$ cat src/rtl/taus88_sched.sv
// taus88_sched: three-component Tausworthe (taus88) generator sharing one step datapath.
// Define TAUS_SCHED_CNT_EN to add the word_cnt accepted-word counter port.
module taus88_sched #(
    parameter logic [31:0] SEED1 = 32'hffffffff,
    parameter logic [31:0] SEED2 = 32'hffffffff,
    parameter logic [31:0] SEED3 = 32'hffffffff
) (
    input  logic        clk,
    input  logic        rst,
    input  logic        en,
    input  logic        seed_wr,
    input  logic [1:0]  seed_idx,
    input  logic [31:0] seed_data,
    output logic [31:0] out_data,
    output logic        out_valid,
    input  logic        out_ready,
    output logic        busy,
    output logic        seed_err
`ifdef TAUS_SCHED_CNT_EN
    ,
    output logic [31:0] word_cnt
`endif
);
    typedef enum logic [2:0] {IDLE, C1A, C1B, C2A, C2B, C3A, C3B, OUT} state_t;
    state_t      state_q, state_d;
    logic [31:0] s1_q, s2_q, s3_q, l_q, r_q, out_q;
    logic [31:0] cur, l_d, r_d, nxt, seed_min;
    logic        err_q, phase_a, seed_ok, seed_bad;
    // next-state sequencing: one A/B phase pair per component, then hold in OUT
    always_comb begin
        state_d = state_q;
        case (state_q)
            IDLE:    state_d = en ? C1A : IDLE;
            C1A:     state_d = C1B;
            C1B:     state_d = C2A;
            C2A:     state_d = C2B;
            C2B:     state_d = C3A;
            C3A:     state_d = C3B;
            C3B:     state_d = OUT;
            OUT:     state_d = out_ready ? (en ? C1A : IDLE) : OUT;
            default: state_d = IDLE;
        endcase
    end
    // shared step datapath: select the component, apply its shift/mask constants
    always_comb begin
        cur      = (state_q == C1A) ? s1_q : (state_q == C2A) ? s2_q : s3_q;
        l_d      = (state_q == C1A) ? (((cur << 13) ^ cur) >> 19) :
                   (state_q == C2A) ? (((cur << 2) ^ cur) >> 25) : (((cur << 3) ^ cur) >> 11);
        r_d      = (state_q == C1A) ? ((cur & 32'hfffffffe) << 12) :
                   (state_q == C2A) ? ((cur & 32'hfffffff8) << 4) : ((cur & 32'hfffffff0) << 17);
        nxt      = l_q ^ r_q;
        phase_a  = (state_q == C1A) || (state_q == C2A) || (state_q == C3A);
        seed_min = (seed_idx == 2'd1) ? 32'd2 : (seed_idx == 2'd2) ? 32'd8 : 32'd16;
        seed_ok  = (state_q == IDLE) && seed_wr && (seed_idx != 2'd0) && (seed_data >= seed_min);
        seed_bad = (state_q == IDLE) && seed_wr && (seed_idx != 2'd0) && (seed_data < seed_min);
    end
    // state, component registers, phase-A latches, output word and sticky error
    always_ff @(posedge clk or negedge rst) begin
        if (!rst) begin
            state_q <= IDLE;
            s1_q    <= SEED1;
            s2_q    <= SEED2;
            s3_q    <= SEED3;
            l_q     <= '0;
            r_q     <= '0;
            out_q   <= '0;
            err_q   <= 1'b0;
        end else begin
            state_q <= state_d;
            if (phase_a) begin
                l_q <= l_d;
                r_q <= r_d;
            end
            if (state_q == C1B) s1_q <= nxt;
            else if (seed_ok && seed_idx == 2'd1) s1_q <= seed_data;
            if (state_q == C2B) s2_q <= nxt;
            else if (seed_ok && seed_idx == 2'd2) s2_q <= seed_data;
            if (state_q == C3B) begin
                s3_q  <= nxt;
                out_q <= s1_q ^ s2_q ^ nxt;
            end else if (seed_ok && seed_idx == 2'd3) s3_q <= seed_data;
            if (seed_bad) err_q <= 1'b1;
        end
    end
    assign out_data  = out_q;
    assign out_valid = (state_q == OUT);
    assign busy      = (state_q != IDLE);
    assign seed_err  = err_q;
`ifdef TAUS_SCHED_CNT_EN
    logic [31:0] cnt_q;
    // count accepted transfers, wrapping naturally
    always_ff @(posedge clk or negedge rst) begin
        if (!rst) cnt_q <= '0;
        else if (out_valid && out_ready) cnt_q <= cnt_q + 32'd1;
    end
    assign word_cnt = cnt_q;
`endif
endmodule

$ cat config.mk
export PLATFORM = sky130hd
export DESIGN_NAME = taus88_sched
export DESIGN_NICKNAME = d
export VERILOG_FILES = /design/src/rtl/taus88_sched.sv
export SDC_FILE = /design/constraint.sdc
export NUM_CORES = 1
export LEC_CHECK = 0
export ABC_AREA = 1
export BUFFER_PORTS_ARGS = -buffer_cell sky130_fd_sc_hd__buf_2
export CORE_MARGIN = 3
export CORE_UTILIZATION = 45
export CTS_BUF_LIST = sky130_fd_sc_hd__clkbuf_16
export CTS_CLUSTER_DIAMETER = 80
export DETAILED_ROUTE_END_ITERATION = 8
export HOLD_SLACK_MARGIN = 0.1
export PLACE_DENSITY = 0.65
export SYNTH_ARGS = -nofsm -noshare
export SYNTH_HDL_FRONTEND = slang
export SYNTH_SLANG_ARGS = --single-unit
$ cat constraint.sdc
create_clock -name clk -period 1.8 [get_ports clk]
set_clock_uncertainty 0.1 [all_clocks]
set_input_delay 0.09 -clock clk [delete_from_list [all_inputs] [get_ports clk]]
set_output_delay 0.09 -clock clk [all_outputs]
set_load 0.02 [all_outputs]
# Word-level counts from Yosys, hierarchy flattened
# Index checks and enable logic that the tools add are counted.
dict set report totals {
  ff_bits 196
  latch_bits 0
  ram_bits 0
  romBits 0
  inputBits 39
  output_inout_bits 35
  mem_count 0
}
dict set report op_classes {
  n_addsub 0
  n_mul 0
  div 0
  magnitude_cmp 2
  eq_ne 10
  n_shift 0
  mux 17
  bitwise_logic 6
  n_reduce_logical 15
}
# op n
set op_table {}
lappend op_table {{$mux 32} 10}
lappend op_table {{$xor 32x32->32} 6}
lappend op_table {{$mux 21} 2}
lappend op_table {{$ge 32x5->1} 1}
lappend op_table {{$lt 32x5->1} 1}
lappend op_table {{$pmux 3 s8} 1}
lappend op_table {{$eq 3x3->1 const B} 4}
lappend op_table {{$mux 5} 2}
lappend op_table {{$reduce_bool 2->1} 4}
lappend op_table {{$logic_and 1x1->1} 7}
lappend op_table {{$eq 3x2->1 const B} 2}
lappend op_table {{$eq 2x2->1 const B} 2}
lappend op_table {{$eq 3x1->1 const B} 1}
lappend op_table {{$logic_not 3->1} 1}
lappend op_table {{$mux 3} 1}
lappend op_table {{$reduce_bool 3->1} 1}
lappend op_table {{$eq 2x1->1 const B} 1}
lappend op_table {{$logic_or 1x1->1} 2}
lappend op_table {{$mux 1} 1}

# Logic depth before layout (Yosys ltp)
# Gate-level depths: netlist of run 1.
dict set report depth {
  word_depth 8
  ltp_mapped 14
  depth_no_buf 13
}

# Worst setup path after synthesis of run 1
# OpenSTA, ideal clock, no wires.
dict set report synth_path {
  path_type {register to register}
  from {register state_q[0]}
  to {register s3_q[11]}
  setup_ns 0.061
  arrival_ns 1.689
  t_required_ns 1.639
  path_slack_ns -0.051
  stages_incl_launch_ff 10
  path_buffers 2
  synth_period_minus_slack_ns 1.851
  path_cell_list {dfrtp_1 buf_2 nor2_1 nand2_1 nor3b_4 nand3_1 nand2_1 buf_4 nand2_1 nand2_1}
}
dict set report synth_via {
  elab_chain_cells 6
  elab_cells_between_ends 8
  classes_between {eq/ne (1); mux (1); reduce/logical (6)}
}
# item line_no
set synth_lines {}
lappend synth_lines {{start: declaration} 25} ;# state_t state_q, state_d;
lappend synth_lines {{start signal: assignment} 69} ;# state_q <= state_d;
lappend synth_lines {{$logic_not 3->1} 54} ;# seed_ok = (state_q == IDLE) && seed_wr && (seed_idx != 2'd0) && (seed_data >= seed_min);
lappend synth_lines {{$logic_and 1x1->1 (3 in series)} 54}
lappend synth_lines {{$logic_and 1x1->1} 81} ;# end else if (seed_ok && seed_idx == 2'd3) s3_q <= seed_data;
lappend synth_lines {{$reduce_bool 2->1 (no line)} -}
lappend synth_lines {{end signal: assignment} 79} ;# s3_q <= nxt;
lappend synth_lines {{end signal: assignment} 81}
lappend synth_lines {{end: declaration} 26} ;# logic [31:0] s1_q, s2_q, s3_q, l_q, r_q, out_q;
# Several ways; a longest one is shown, not always the timed one.
# A chain may end at the register's enable or synchronous reset.

# Worst setup path after layout of run 1
dict set report layout_path {
  from {register state_q[2]}
  to {register l_q[3]}
}
dict set report layout_via {
  elab_chain_cells 6
  elab_cells_between_ends 12
  classes_between {eq/ne (3); mux (4); bitwise (3); reduce/logical (2)}
}
# item line_no
set layout_lines {}
lappend layout_lines {{$eq 3x2->1} {46, 48, 52}}
lappend layout_lines {{$mux 32 (2 in series)} 46} ;# cur = (state_q == C1A) ? s1_q : (state_q == C2A) ? s2_q : s3_q;
lappend layout_lines {{$xor 32x32->32} 48} ;# (state_q == C2A) ? (((cur << 2) ^ cur) >> 25) : (((cur << 3) ^ cur) >> 11);
lappend layout_lines {{$mux 21} 48}
lappend layout_lines {{$mux 21} 47} ;# l_d = (state_q == C1A) ? (((cur << 13) ^ cur) >> 19) :
lappend layout_lines {{end signal: assignment} 71} ;# l_q <= l_d;
lappend layout_lines {{end: declaration} 26}
# Several ways; a longest one is shown, not always the timed one.

==> flow_metrics.env, run 1 <==
export IMPL_syn_cell_area_sq_um=10200
export IMPL_grt_pass1_vias=9832
export IMPL_max_cap_violations=0
export IMPL_dp_cells=1827
export IMPL_die_h_um=156
export IMPL_clock_fmax_mhz=502
export IMPL_fin_util=0.687
export IMPL_slew_headroom=0.575
export IMPL_clk_pin_slew_worst_paths_ns=0.07
export IMPL_start_kind="flip-flop"
export IMPL_drtPass1Iterations=6
export IMPL_final_nets=1692
export IMPL_seq_power_share=0.255
export IMPL_worst_pin_slew_ns=0.637
export IMPL_grtUsageTotal=0.299
export IMPL_ant_nets=0
export IMPL_num_antenna_cells=0
export IMPL_clock_power_share=0.110
export IMPL_setup_viol=128
export IMPL_hp_class="input pin to async pin"
export IMPL_layout_commonest_cell="nand2_1"
export IMPL_synthArstFlopShare=1.00
export IMPL_reg2reg_depth=12
export IMPL_synth_nets=1430
export IMPL_worst_slack_ns=-0.193
export IMPL_synth_seq_cells=174
export IMPL_ios=74
export IMPL_yosysUniqueCellTypes=35
export IMPL_hpwl_mm=25.8
export IMPL_numClockSinks=174
export IMPL_gp_congestion=1.00
export IMPL_crit_required_ns=2.06
export IMPL_rsz0062_at_grt="yes"
export IMPL_p_sw_frac=0.480
export IMPL_clk_latency_ns=0.44
export IMPL_fin_area_sq_um=15100
export IMPL_dieArea_sq_um=24400
export IMPL_drc=0
export IMPL_power_switching_uw=15700
export IMPL_irDropWorstVdd_uv=1170
export IMPL_drv_slew=0
export IMPL_wirelength_mm=40.9
export IMPL_num_fill_cells=1788
export IMPL_clk_path_buf_depth=2
export IMPL_synth_yosys_seq_area_share=0.440
export IMPL_core_area_sq_um=22000
export IMPL_start_util=0.461
export IMPL_grt_overflow_total=0
export IMPL_layout_common_cells="nand2_1, buf_4, nand3_1"
export IMPL_end_kind="flip-flop"
export IMPL_drtIter0Drc=1026
export IMPL_drive_gt1_frac=0.434
export IMPL_syn_inst=1384
export IMPL_leakagePower_uw=0.00759
export IMPL_cts_buffers=17
export IMPL_violations="setup timing"
export IMPL_syn_area_per_cell_sq_um=7.34
export IMPL_stdcell_count=1939
export IMPL_grt_max_degree=65
export IMPL_area_delta_synth_final_pct=49.1
export IMPL_worstPathMaxFanout=12
export IMPL_status="finished, violations left"
export IMPL_cellPowerDensity_nw_per_um2=2170
export IMPL_yosys_warnings=0
export IMPL_via_per_inst=5.59
export IMPL_vias=10846
export IMPL_cp_arrival_ns=2.25
export IMPL_criticalPathCategory="flip-flop to flip-flop"
export IMPL_synth_edf_count=0
export IMPL_portBuffers=73
export IMPL_die_width_um=156
export IMPL_cts_tree="done"
export IMPL_final_hold_violation_count=0
export IMPL_share_comb_of_total_power=0.635
export IMPL_period_share=1.11
export IMPL_synth_flop_cell="dfstp_2"
export IMPL_fin_crit_ns=1.99
export IMPL_p_int_uw=17100
export IMPL_clockRootBuffer="clkbuf_16"
export IMPL_fp_row_count=54
export IMPL_wl_per_cell_um=21.1
export IMPL_grt_pass1_wl_mm=55.9
export IMPL_grt_antenna_before_repair=0
export IMPL_placed_area_sq_um=12100
export IMPL_htree_levels=4
critical path, stage by stage (launching register included):
cell	delay, ns
dfrtp_2	0.45
buf_6	0.14
nor2_4	0.16
buf_12	0.18
nand2_1	0.15
nand2_2	0.12
nor2_2	0.05
buf_4	0.14
nand2_1	0.06
nand3_1	0.09
nand2_2	0.08
nand2_2	0.06
a21oi_2	0.12
registers in the layout (all words and copies together), names as in the netlist:
register / cells
out_data: 32
r_q: 25
s2_q: 32
seed_err: 1
s1_q: 32
l_q: 21
state_q: 3
s3_q: 28
final timing paths:
check / slack [ns] / start / endpoint
worst min register to register: 0.38 / out_data[14] / out_data[14]
worst max-delay path: -0.19 / state_q[2] / l_q[3]
min in group clk: 0.23 / seed_data[5] / s2_q[5]
worst min-delay path: 0.13 / rst / out_data[20]
worst max register to register: -0.19 / state_q[2] / l_q[3]
max in group asynchronous: 0.76 / rst / s3_q[6]
layout make-up:
| cell class | count | area, sq um | area share |
|---|---|---|---|
| Clock buffer | 17 | 425 | 0.0281 |
| Clock inverter | 15 | 121 | 0.00802 |
| Inverter | 82 | 320 | 0.0212 |
| Multi-Input combinational cell | 1052 | 6410 | 0.424 |
| Sequential cell | 174 | 4470 | 0.295 |
| Tap cell | 280 | 350 | 0.0231 |
| Timing Repair Buffer | 319 | 3040 | 0.201 |
synthesized netlist by cell type (2+ instances only):
cell type | n | area (sq um)
dfstp_2 | 92 | 2420
inv_1 | 69 | 259
a21oi_1 | 20 | 100
a41oi_1 | 8 | 70.1
nand2_1 | 515 | 1930
clkinv_1 | 3 | 11.3
xnor2_1 | 37 | 324
nor2_2 | 2 | 12.5
buf_1 | 6 | 22.5
buf_4 | 11 | 82.6
nand3_2 | 4 | 40.0
nor3_2 | 2 | 20.0
nor2_1 | 61 | 229
nand4_1 | 2 | 12.5
inv_2 | 10 | 37.5
dfrtp_1 | 82 | 2050
nor3_1 | 3 | 15.0
o21ai_1 | 17 | 85.1
and2_1 | 2 | 12.5
nand3b_1 | 2 | 15.0
buf_2 | 18 | 90.1
xor2_1 | 46 | 403
nand3_1 | 187 | 936
clkbuf_1 | 41 | 154
ha_1 | 7 | 87.6
o21ai_0 | 126 | 631
a22o_1 | 3 | 26.3
stage by stage:
stage	total power (uW)	setup TNS, ns	setup slack, ns	hold WS (ns)
final	32800	-16.38	-0.193	0.129
after global placement	23200	-27.43	-0.295	0.0307
after global routing	34600	-23.55	-0.252	0.150
after CTS	28300	-4.13	-0.117	0.140
after floorplan	17000	-0.780	-0.0390	-0.306
after detailed placement	23400	-29.78	-0.286	0.0267
cells by family (layout without fill, tap and decap cells):
group | Yosys count | count (layout) | share of synthesized area
AO/OA/AOI/OAI | 179 | 179 | 0.0935
AND/OR/NAND/NOR | 783 | 783 | 0.321
adder cells (fa/ha/maj) | 7 | 7 | 0.00863
buffers and inverters | 158 | 433 | 0.0647
XOR/XNOR | 83 | 83 | 0.0716
flip-flops | 174 | 174 | 0.440
metal layers:
metal / track usage / share of wire
met1: 0.424 / 0.42
met2: 0.473 / 0.46
met3: 0.0447 / 0.079
met4: 0.0984 / 0.039
met5: 0 / 0
power by group through the flow:
stage	Clock, uW	Sequential [uW]	Combinational (uW)
after floorplan	0	8040	8980
after global placement	0	8140	15100
after detailed placement	0	8160	15300
after CTS	3620	8160	16500
after global routing	3780	8550	22300
final	3600	8380	20800
timing repair:
item                                   CTS  global route
gates resized for setup                 85           361
hold buffers                            34             0
cloned                                   3            16
endpoints found under the hold margin  207             0
buffers inserted                         9            21
pin swaps                               10            87
setup endpoints to repair              139           141
Note: power is estimated with default switching activity, not from simulation.
==> run 2: changes to the inputs <==
Settings changed: BUFFER_PORTS_ARGS -buffer_cell sky130_fd_sc_hd__buf_2 to unset, CTS_CLUSTER_DIAMETER 80 to 60, DONT_BUFFER_PORTS set to 1, PLACE_DENSITY 0.65 to 0.6.
Clock period 1.8 ns to 2.3 ns, I/O delays scaled along.
==> run 2 against run 1 <==
The flow finishes with violations (hold timing); total power down 39%; count of clock-buffer cells in the layout is the same; global-route usage is 0.81 points lower; cell count shrank 12%; largest power group unchanged; die area stayed put; largest cell class unchanged; via count shrank 14%.
==> flow_metrics.env, run 2 (synthesis results as in run 1) <==
export IMPL_whs_ns=-0.727
export IMPL_grt_pass1_vias=8856
export IMPL_final_hold_violation_count=174
export IMPL_period_share=0.930
export IMPL_clock_fmax_mhz=468
export IMPL_core_area_sq_um=22000
export IMPL_via_per_inst=5.47
export IMPL_status="finished, violations left"
export IMPL_htree_levels=4
export IMPL_drtIter0Drc=835
export IMPL_clockRootBuffer="clkbuf_16"
export IMPL_dieArea_sq_um=24400
export IMPL_clk_path_buf_depth=2
export IMPL_grt_overflow_total=0
export IMPL_gp_congestion=1.04
export IMPL_num_antenna_cells=0
export IMPL_crit_path_top_delay_cell="dfrtp_1"
export IMPL_numClockSinks=174
export IMPL_crit_required_ns=2.53
export IMPL_grtUsageTotal=0.291
export IMPL_cts_tree="done"
export IMPL_setup_tns_final_ns=0
export IMPL_die_width_um=156
export IMPL_layout_common_cells="nand2_1, nand3_1, o21ai_0"
export IMPL_fp_row_count=54
export IMPL_cp_arrival_ns=2.36
export IMPL_clk_latency_ns=0.45
export IMPL_portBuffers=0
export IMPL_irDropWorstVdd_uv=653
export IMPL_r2r_slack_ns=0.16
export IMPL_wirelength_mm=34.9
export IMPL_vias=9336
export IMPL_drv_slew=0
export IMPL_cellPowerDensity_nw_per_um2=1720
export IMPL_start_util=0.461
export IMPL_area_delta_synth_final_pct=14.6
export IMPL_crit_chain="inv_2 > nand3_2 > buf_4 > nand3_1 > buf_4 > clkinv_1 > nor2_1 > nand2_1 > nand3_1 > nand2_1 > nand2_1 > a21oi_1"
export IMPL_drive_gt1_frac=0.140
export IMPL_hpwl_mm=24.9
export IMPL_start_kind="flip-flop"
export IMPL_max_cap_violations=0
export IMPL_grt_pass1_wl_mm=53.7
export IMPL_ios=74
export IMPL_setup_viol=0
export IMPL_layout_commonest_cell="nand2_1"
export IMPL_violations="hold timing"
export IMPL_worst_pin_slew_ns=0.450
export IMPL_worstPathMaxFanout=17
export IMPL_ctsHoldBuffers=36
export IMPL_drc=0
export IMPL_leakagePower_uw=0.00571
export IMPL_wl_per_cell_um=20.4
export IMPL_grt_antenna_before_repair=0
export IMPL_hp_class="input pin to async pin"
export IMPL_clk_pin_slew_worst_paths_ns=0.07
export IMPL_final_nets=1461
export IMPL_drtPass1Iterations=6
export IMPL_slew_headroom=0.699
export IMPL_ant_nets=0
export IMPL_rsz0062_at_grt="no"
export IMPL_criticalPathCategory="flip-flop to flip-flop"
export IMPL_num_fill_cells=2154
export IMPL_slowest_delay_ns=0.46
export IMPL_die_h_um=156
export IMPL_end_kind="flip-flop"
export IMPL_cts_buffers=17
export IMPL_fin_crit_ns=2.14
export IMPL_grt_max_degree=175
export IMPL_critPathMostFrequentCell="nand2_1"
[run 2: layout make-up]
class,instances,area (sq um),area share
Clock buffer,17,425,0.0366
Timing Repair Buffer,88,888,0.0763
Multi-Input combinational cell,1052,5050,0.434
Tap cell,280,350,0.0301
Sequential cell,174,4470,0.384
Clock inverter,15,145,0.0125
Inverter,82,310,0.0267
[run 2: power breakdown]
group          switching [uW]  total, uW  internal, uW
registers                1820       6910          5090
clock network            1360       2950          1600
logic                    6500      10200          3700
total                    9670      20100         10400
[run 2: final timing paths]
path	depth (start not counted)	to	from
max in group asynchronous	0	s2_q[8]	rst
min reg2reg	2	s3_q[26]	s3_q[26]
max reg2reg	12	l_q[5]	state_q[1]
min	0	out_data[18]	rst
max	12	l_q[5]	state_q[1]
min in group clk	6	seed_err	seed_data[27]
[run 2: worst max-delay path, delay by kind of cell, from the launching register on]
| family | cells | cell delay (ns) |
|---|---|---|
| AOI/OAI and AO/OA | 1 | 0.06 |
| DFF | 1 | 0.46 |
| and+or+nand+nor | 7 | 0.80 |
| buffers and inverters | 4 | 0.60 |
[run 2: metal layers]
metal | part of all wire | track usage
met1 | 0.46 | 0.413
met2 | 0.45 | 0.453
met3 | 0.065 | 0.0632
met4 | 0.023 | 0.0805
met5 | 0 | 0
[run 2: repair_timing]
item,in CTS,in global routing
setup buffers,0,0
endpoints found under the hold margin,270,174
endpoints found under the setup margin,0,30
gates resized for setup,0,6
[run 2: through the flow]
step	power [uW]	utilization	cell area [sq um]	setup WS, ns	std cells
final	20100	0.528	11600	0.161	1708
after global routing	21500	0.528	11600	0.00864	1708
after CTS	20000	0.527	11600	0.0790	1708
after detailed placement	16900	0.485	10700	0.0517	1640
after global placement	16800	0.485	10700	0.0931	1640
after floorplan	13300	-	10200	0.436	1384
==> run 3: changes to the inputs <==
Settings changed: PLACE_DENSITY 0.6 to 0.65.
==> run 3 against run 2 <==
The run still ends with hold timing left; via count rose by 0.56%; register-to-register slack got worse by 0.04 ns; combinational power about the same; critical endpoint is now l_q[14]; largest cell class unchanged; highest routed layer unchanged.
==> flow_metrics.env, run 3 (synthesis results as in run 1) <==
export IMPL_status="finished, violations left"
export IMPL_violations="hold timing"
export IMPL_hpwl_mm=23.9
export IMPL_met3_usage=0.0519
export IMPL_gp_congestion=0.990
export IMPL_slew_headroom=0.669
export IMPL_clk_latency_ns=0.44
export IMPL_ant_nets=0
export IMPL_start_kind="flip-flop"
export IMPL_leakagePower_uw=0.00572
export IMPL_crit_required_ns=2.51
export IMPL_crit_cells=7
export IMPL_crit_path_top_delay_cell="dfrtp_1"
export IMPL_setup_tns_final_ns=0
export IMPL_start_util=0.461
export IMPL_drv_slew=0
export IMPL_grtUsageTotal=0.280
export IMPL_htree_levels=4
export IMPL_layout_common_cells="nand2_1, nand3_1, o21ai_0"
export IMPL_layout_commonest_cell="nand2_1"
export IMPL_worst_pin_slew_ns=0.495
export IMPL_die_width_um=156
export IMPL_slowest_delay_ns=0.47
export IMPL_clock_fmax_mhz=458
export IMPL_criticalPathCategory="flip-flop to flip-flop"
export IMPL_grt_antenna_before_repair=0
export IMPL_fp_row_count=54
export IMPL_setup_viol=0
export IMPL_clk_pin_slew_worst_paths_ns=0.07
export IMPL_fin_crit_ns=2.18
export IMPL_drc=0
export IMPL_portBuffers=0
export IMPL_crit_family="simple AND/OR/NAND/NOR gates"
export IMPL_reg2reg_depth=7
export IMPL_clk_path_buf_depth=2
export IMPL_clockRootBuffer="clkbuf_16"
export IMPL_max_cap_violations=0
export IMPL_drtPass1Iterations=5
export IMPL_final_nets=1462
export IMPL_cts_setup_buffers=0
export IMPL_num_antenna_cells=0
export IMPL_use_met1=0.393
export IMPL_core_area_sq_um=22000
export IMPL_worstPathMaxFanout=9
export IMPL_fin_util=0.528
export IMPL_ctsHoldBuffers=35
export IMPL_cts_buffers=17
export IMPL_grt_pass1_vias=9097
export IMPL_rsz0062_at_grt="no"
export IMPL_wl_per_cell_um=19.5
export IMPL_cp_arrival_ns=2.39
export IMPL_area_delta_synth_final_pct=14.6
export IMPL_irDropWorstVdd_uv=808
export IMPL_final_hold_violation_count=174
export IMPL_cts_tree="done"
export IMPL_cellPowerDensity_nw_per_um2=1710
export IMPL_crit_chain="inv_2 > nand3_2 > buf_4 > nand3_1 > nand3_1 > o21ai_0 > o21ai_0"
export IMPL_grt_pass1_wl_mm=52.5
export IMPL_dieArea_sq_um=24400
export IMPL_top_usage_layer="met2"
export IMPL_via_per_inst=5.49
export IMPL_grt_overflow_total=0
export IMPL_ios=74
export IMPL_hp_class="input pin to async pin"
export IMPL_period_share=0.949
export IMPL_grt_max_degree=175
export IMPL_die_h_um=156
export IMPL_numClockSinks=174
export IMPL_vias=9388
export IMPL_gr_usage_met2=0.450
export IMPL_worst_path_buf_inv=2
export IMPL_end_kind="flip-flop"
export IMPL_wirelength_mm=33.3
export IMPL_whs_ns=-0.719
export IMPL_drive_gt1_frac=0.141
export IMPL_drtIter0Drc=845
run 3: cell count changes in the layout (fill, tap and decap cells not counted), sizes merged:
cell         change
clkinvlp         -4
buf              +2
dlygate4sd3      -1
clkbuf           +1
bufinv           -1
inv              +1
clkinv           +3
run 3: worst reg2reg max path: stages, from the launching register on:
cell and delay [ns]:
dfrtp_1 0.47, inv_2 0.15, nand3_2 0.19, buf_4 0.24, nand3_1 0.10, nand3_1 0.27
o21ai_0 0.43, o21ai_0 0.12
run 3: timing repair:
action,in CTS,in global routing
setup endpoints to repair,0,87
resized for setup,0,1
endpoints found under the hold margin,270,174
run 3: layer usage:
layer | share of wire | vias up
li1 | - | 4524
met1 | 0.45 | 4479
met2 | 0.47 | 346
met3 | 0.066 | 39
met4 | 0.021 | 0
met5 | 0 | -
run 3: layout make-up:
cell class                 count  area, sq um
clock buffer                  18          450
multi-input combinational   1052         5040
timing repair buffer          89          881
clock inverter                14          130
fill                        2164        10400
sequential                   174         4470
inverter                      82          310
tap                          280          350
run 3: power breakdown:
part / switching (uW) / internal [uW] / total, uW
clock network: 1360 / 1570 / 2930
logic: 6330 / 3710 / 10000
registers: 1820 / 5090 / 6910
total: 9510 / 10400 / 19900
run 3: path summary, 6_finish.rpt:
| path | from | to | slack [ns] |
|---|---|---|---|
| max in group asynchronous | rst | s1_q[3] | 2.52 |
| max reg2reg | state_q[1] | l_q[14] | 0.12 |
| min reg2reg | s3_q[21] | s3_q[21] | 0.39 |
| min | rst | out_data[19] | -0.72 |
| min in group clk | seed_data[10] | seed_err | 0.15 |
| max | state_q[1] | l_q[14] | 0.12 |
run 3: metrics by stage:
step	total power, uW	worst slack (ns)	std cells	cell area (sq um)
global placement	16700	0.120	1642	10700
global route	21400	0.0155	1709	11600
finish	19900	0.117	1709	11600
floorplan	13300	0.436	1384	10200
CTS	19900	0.116	1709	11600
detailed placement	16800	0.128	1642	10700
